### config.mk
export PLATFORM = sky130hd
export DESIGN_NAME = sevseg_scan_scheduler
export DESIGN_NICKNAME = d
export VERILOG_FILES = /design/src/rtl/sevseg_scan_scheduler.sv
export SDC_FILE = /design/constraint.sdc
export NUM_CORES = 1
export LEC_CHECK = 0
export CAP_MARGIN = 5
export CORE_MARGIN = 4
export CORE_UTILIZATION = 50
export DETAILED_ROUTE_END_ITERATION = 16
export PLACE_DENSITY_LB_ADDON = 0.3
export SYNTH_ARGS = -nofsm -noshare
export SYNTH_HDL_FRONTEND = slang
export SYNTH_SLANG_ARGS = --single-unit
### constraint.sdc
create_clock -name clock_50Mhz -period 2.3 [get_ports clock_50Mhz]
set_input_delay 0.23 -clock clock_50Mhz [delete_from_list [all_inputs] [get_ports clock_50Mhz]]
set_output_delay 0.23 -clock clock_50Mhz [all_outputs]
set_load 0.05 [all_outputs]
### src/rtl/sevseg_scan_scheduler.sv
// 4-digit multiplexed 7-segment scanner with blanking gaps, per-frame value latching,
// leading-zero blanking and a timed override source B that preempts background source A.
module sevseg_scan_scheduler #(
  parameter int DIGIT_CYCLES = 131072,
  parameter int BLANK_CYCLES = 2500,
  parameter int HOLD_CYCLES  = 50000000,
  parameter bit LZB          = 1'b1
) (
  input  logic        clock_50Mhz,
  input  logic        reset,
  input  logic [15:0] value_a,
  input  logic        req_b,
  input  logic [15:0] value_b,
  output logic        ack_b,
  output logic        src_sel,
  output logic [3:0]  Anode_Activate,
  output logic [6:0]  LED_SEG
);

  localparam int SLOT_MAX = (DIGIT_CYCLES > BLANK_CYCLES) ? DIGIT_CYCLES : BLANK_CYCLES;
  localparam int SLOT_W   = $clog2(SLOT_MAX + 1);
  localparam int HOLD_W   = $clog2(HOLD_CYCLES + 1);

  localparam logic [SLOT_W-1:0] SLOT_ONE  = SLOT_W'(1);
  localparam logic [SLOT_W-1:0] BLANK_END = SLOT_W'(BLANK_CYCLES);
  localparam logic [SLOT_W-1:0] DIGIT_END = SLOT_W'(DIGIT_CYCLES);
  localparam logic [HOLD_W-1:0] HOLD_ONE  = HOLD_W'(1);
  localparam logic [HOLD_W-1:0] HOLD_LOAD = HOLD_W'(HOLD_CYCLES);
  localparam logic [6:0]        SEG_OFF   = 7'b1111111;
  localparam logic [3:0]        ANODE_OFF = 4'b1111;

  typedef enum logic {
    ST_BLANK,
    ST_ON
  } scan_state_t;

  scan_state_t       state;
  logic [1:0]        digit;
  logic [SLOT_W-1:0] slot_cnt;
  logic [15:0]       frame_val;
  logic [15:0]       b_latch;
  logic [HOLD_W-1:0] hold_cnt;
  logic              hold_active;
  logic              accept;
  logic [3:0]        nib;
  logic              lead_zero;
  logic [6:0]        seg_next;
  logic [3:0]        anode_next;

  function automatic logic [6:0] seg_code(input logic [3:0] n);
    case (n)
      4'd0:    return 7'b1000000;
      4'd1:    return 7'b1111001;
      4'd2:    return 7'b0100100;
      4'd3:    return 7'b0110000;
      4'd4:    return 7'b0011001;
      4'd5:    return 7'b0010010;
      4'd6:    return 7'b0000010;
      4'd7:    return 7'b1111000;
      4'd8:    return 7'b0000000;
      4'd9:    return 7'b0010000;
      default: return SEG_OFF;
    endcase
  endfunction

  assign accept      = req_b && !ack_b;
  assign hold_active = (hold_cnt != '0);

  // A digit is a leading zero when it and everything to its left is zero; the last digit never is.
  always_comb begin
    nib       = frame_val[3:0];
    lead_zero = 1'b0;
    case (digit)
      2'd0: begin
        nib       = frame_val[15:12];
        lead_zero = (frame_val[15:12] == 4'h0);
      end
      2'd1: begin
        nib       = frame_val[11:8];
        lead_zero = (frame_val[15:8] == 8'h00);
      end
      2'd2: begin
        nib       = frame_val[7:4];
        lead_zero = (frame_val[15:4] == 12'h000);
      end
      default: begin
        nib       = frame_val[3:0];
        lead_zero = 1'b0;
      end
    endcase
    seg_next   = (LZB && lead_zero) ? SEG_OFF : seg_code(nib);
    anode_next = ~(4'b1000 >> digit);
  end

  // Slot counters start at 1 on entry so a phase lasts exactly its parameter;
  // the reset state counts from 0, giving the extra edge before the first lit digit.
  always_ff @(posedge clock_50Mhz) begin
    if (reset) begin
      state          <= ST_BLANK;
      digit          <= 2'd0;
      slot_cnt       <= '0;
      Anode_Activate <= ANODE_OFF;
      LED_SEG        <= SEG_OFF;
      src_sel        <= 1'b0;
      frame_val      <= value_a;
    end else begin
      case (state)
        ST_BLANK: begin
          if (slot_cnt == BLANK_END) begin
            state          <= ST_ON;
            slot_cnt       <= SLOT_ONE;
            Anode_Activate <= anode_next;
            LED_SEG        <= seg_next;
          end else begin
            slot_cnt <= slot_cnt + SLOT_ONE;
          end
        end
        ST_ON: begin
          if (slot_cnt == DIGIT_END) begin
            state          <= ST_BLANK;
            slot_cnt       <= SLOT_ONE;
            Anode_Activate <= ANODE_OFF;
            LED_SEG        <= SEG_OFF;
            digit          <= digit + 2'd1;
            // Leaving the last digit is the frame boundary: latch the owner's value once.
            if (digit == 2'd3) begin
              frame_val <= hold_active ? b_latch : value_a;
              src_sel   <= hold_active;
            end
          end else begin
            slot_cnt <= slot_cnt + SLOT_ONE;
          end
        end
        default: begin
          state          <= ST_BLANK;
          slot_cnt       <= '0;
          Anode_Activate <= ANODE_OFF;
          LED_SEG        <= SEG_OFF;
        end
      endcase
    end
  end

  // Override arbitration; a new accept restarts the hold and takes priority over expiry.
  always_ff @(posedge clock_50Mhz) begin
    if (reset) begin
      ack_b    <= 1'b0;
      b_latch  <= 16'h0000;
      hold_cnt <= '0;
    end else begin
      ack_b <= accept;
      if (accept) begin
        b_latch  <= value_b;
        hold_cnt <= HOLD_LOAD;
      end else if (hold_active) begin
        hold_cnt <= hold_cnt - HOLD_ONE;
      end
    end
  end

endmodule

==> qor.txt <==
Run status = complete, no violations
Max cap viols = 0
Cell count after synthesis = 443
Antenna Cells = 0
DRC viols = 0
PD cells = 679 mW/mm^2
Worst hold path type = primary input to flip-flop
Seq cells post-synth = 92
Critical Path End Type = flip-flop
Placer Congestion = 0.814
First-pass GRT wire length = 15.3 mm
P_sw = 1.08 mW
Slew Viols, Final = 0
Starting density of the core = 52.1%
Final Routed Wirelength = 9.05 mm
Most used DFF post-synth = dfxtp_1
Final #Nets = 543
Critical path launch point = digit[0]
Power Internal = 2.44 mW
Vias = 3426
Final hold violations = 0
Setup Crit Path Kind = flip-flop to flip-flop
Placed cell areas = 0.00498 mm^2
Layout area overhead = 19.3%
Most instantiated library cell after synthesis = dfxtp_1
Unique cell type count in the Yosys netlist = 60
Num Clock Sinks = 92
Crit start category = flip-flop
Clock power share = 28.9%
HPWL Detailed = 6.46 mm
Post-synthesis sequential area ratio = 46.1%
Crit-path leading delay family = compound AO/OA/AOI/OAI gates
Final worst path period share = 93.0%
Worst skew pair latency = 360 ps
Routed WL per cell = 14.9 um
Core area = 0.00834 mm^2
Share of the synthesized area in the top cell type = 35.0%
Max incr delay on CP = 460 ps
Vias in the first global route = 3246
Synthesized area per cell = 9.81 um^2
Area leader, netlist = dfxtp_1
Buf/Inv on CP = 2
Mapped Nets = 488
Synth top area cells = dfxtp_1 (35%), edfxtp_1 (11%), nor2_1 (4.2%)
DRT iter0 DRCs = 122
Max transition margin = 65.8%
Final setup viols = 0
Crit path cell chain = inv_1, ha_1, a222oi_1, mux2i_2, inv_1, ha_1, nand3_1, nand2_1, o22a_1
Die W = 101 um
Largest net degree at the start of global routing = 31
PortBufs = 47
Vias/cell = 5.63
Max VDD drop = 408 uV
Fin util = 62.2%
CTS clk-pin slew, worst paths = 100 ps
Clk_skew = 9.93 ps
Gr ovfl total = 0
# IOs = 48
CTS max path bufs = 2
Fin Hold WS = 402 ps
Hold Path Stages = 3
Worst r2r path cells = 9
Initial antenna violation count = 0
Row cnt = 33
Htree depth = 3
Worst path required time = 2570 ps
# hold bufs at CTS = 0
Origin of the critical flop-to-flop path = digit[0]
Design area = 0.00518 mm^2
Combinational Power Share = 19.0%
Die Height = 101 um
Routed Antenna Nets = 0
Max frequency = 468 MHz
WP depth = 9
Drt first pass iters = 4
Crit path max fanout = 7
Ys async rst share = 0%
Commonest cells post-synth = dfxtp_1 (76), nor2_1 (49), nand2_1 (38)
Hold Startpoint = value_b[7]
Leakage = 1.88 nW
CTS Buf Count = 9
Least-Margin Pin Slew = 511 ps
Clk root buf = clkbuf_8
Fin crit period = 2140 ps
Syn Std Cell Area = 0.00435 mm^2
Flop pwr share = 52.1%
Die Area = 0.0102 mm^2
Total GRT Usage = 18.6%
Worst EP arrival = 2410 ps
CTS tree = built
Switching Share = 30.6%
Share of cells above drive strength 1 = 11.7%
Synth warnings = 0
EDFF count, synth = 16
Slowest cell on the critical path = a222oi_1
-- layer usage --
| metal | vias to the layer above | share of wire (%) | track usage [%] |
|---|---|---|---|
| met1 | 1624 | 47 | 25.4 |
| met4 | 0 | 1.3 | 6.13 |
| met2 | 74 | 47 | 29.3 |
| met3 | 12 | 4.2 | 4.06 |
| li1 | 1716 | - | - |
| met5 | - | 0 | 0 |
-- flip-flops by register name (all words and copies together), names as in the netlist, 2 cells and up --
| signal | flops |
|---|---|
| LED_SEG | 7 |
| slot_cnt | 18 |
| frame_val | 16 |
| b_latch | 16 |
| Anode_Activate | 4 |
| digit | 2 |
| hold_cnt | 26 |
-- cell type report --
cell class	instances	area [um^2]
Fill cell	710	3160
Multi-Input combinational cell	314	2190
Sequential cell	92	2000
Timing Repair Buffer	64	611
Tap cell	105	131
Clock buffer	9	124
Inverter	17	63.8
Clock inverter	7	57.6
-- power groups by stage --
stage	logic (mW)	clock network, mW	registers [mW]
floorplan	0.489	0	1.85
CTS	0.667	1.04	1.83
detailed placement	0.663	0	1.87
global route	0.739	1.10	1.85
global placement	0.645	0	1.86
finish	0.667	1.02	1.84
-- path summary, 6_finish.rpt --
check,to,slack [ps]
hold / removal,b_latch[7],400
setup / recovery,LED_SEG[3],160
setup reg to reg,LED_SEG[3],160
hold reg to reg,b_latch[0],460
-- worst min-delay path: stages --
cell	delay, ps
clkdlybuf4s50_1	400
nand2_1	50
a21oi_1	50
-- stage by stage --
stage | worst slack (ps) | power (mW) | setup TNS, ps | instances
2_1_floorplan | 201 | 2.34 | 0 | 443
3_3_place_gp | 226 | 2.51 | 0 | 590
3_5_place_dp | 98.7 | 2.53 | 0 | 590
4_1_cts | 86.4 | 3.54 | 0 | 606
5_1_grt | -0.604 | 3.69 | -0.604 | 608
6_report | 161 | 3.52 | 0 | 608
-- logic make-up (layout without fill, tap and decap cells) --
logic type               count (synthesis)  after routing  share of synthesized area, %
AO/OA/AOI/OAI                           82             82                          13.9
flip-flops                              92             92                          46.1
XOR/XNOR                                30             30                          6.04
AND/OR/NAND/NOR                        169            169                          21.7
buffers and inverters                   37             97                          3.57
adder cells (fa/ha/maj)                 10             10                          2.88
multiplexers                            23             23                          5.81
-- what timing repair did --
action,4_1_cts,5_1_grt
gates resized for setup,0,3
setup endpoints to repair,0,7
buffers inserted,0,2
endpoints found under the hold margin,0,0
-- layout by cell type (no fill, tap or decap), drive strengths merged, types with 3 or more instances in the layout --
cell           count
edfxtp            16
nand2b             3
o41ai              3
xor2              10
buf               17
a2bb2oi            4
and3               7
or3                3
mux2i              5
nand3             20
or4                8
nor4              10
xnor2             20
nor3              10
nor2              50
nand2             38
clkdlybuf4s50     47
o31ai              9
mux2              18
dfxtp             76
nand4              5
ha                10
a31oi              9
inv               20
a21oi             30
or2                4
a222oi             4
clkbuf             9
o22a               7
(Power assumes the default switching activity.)
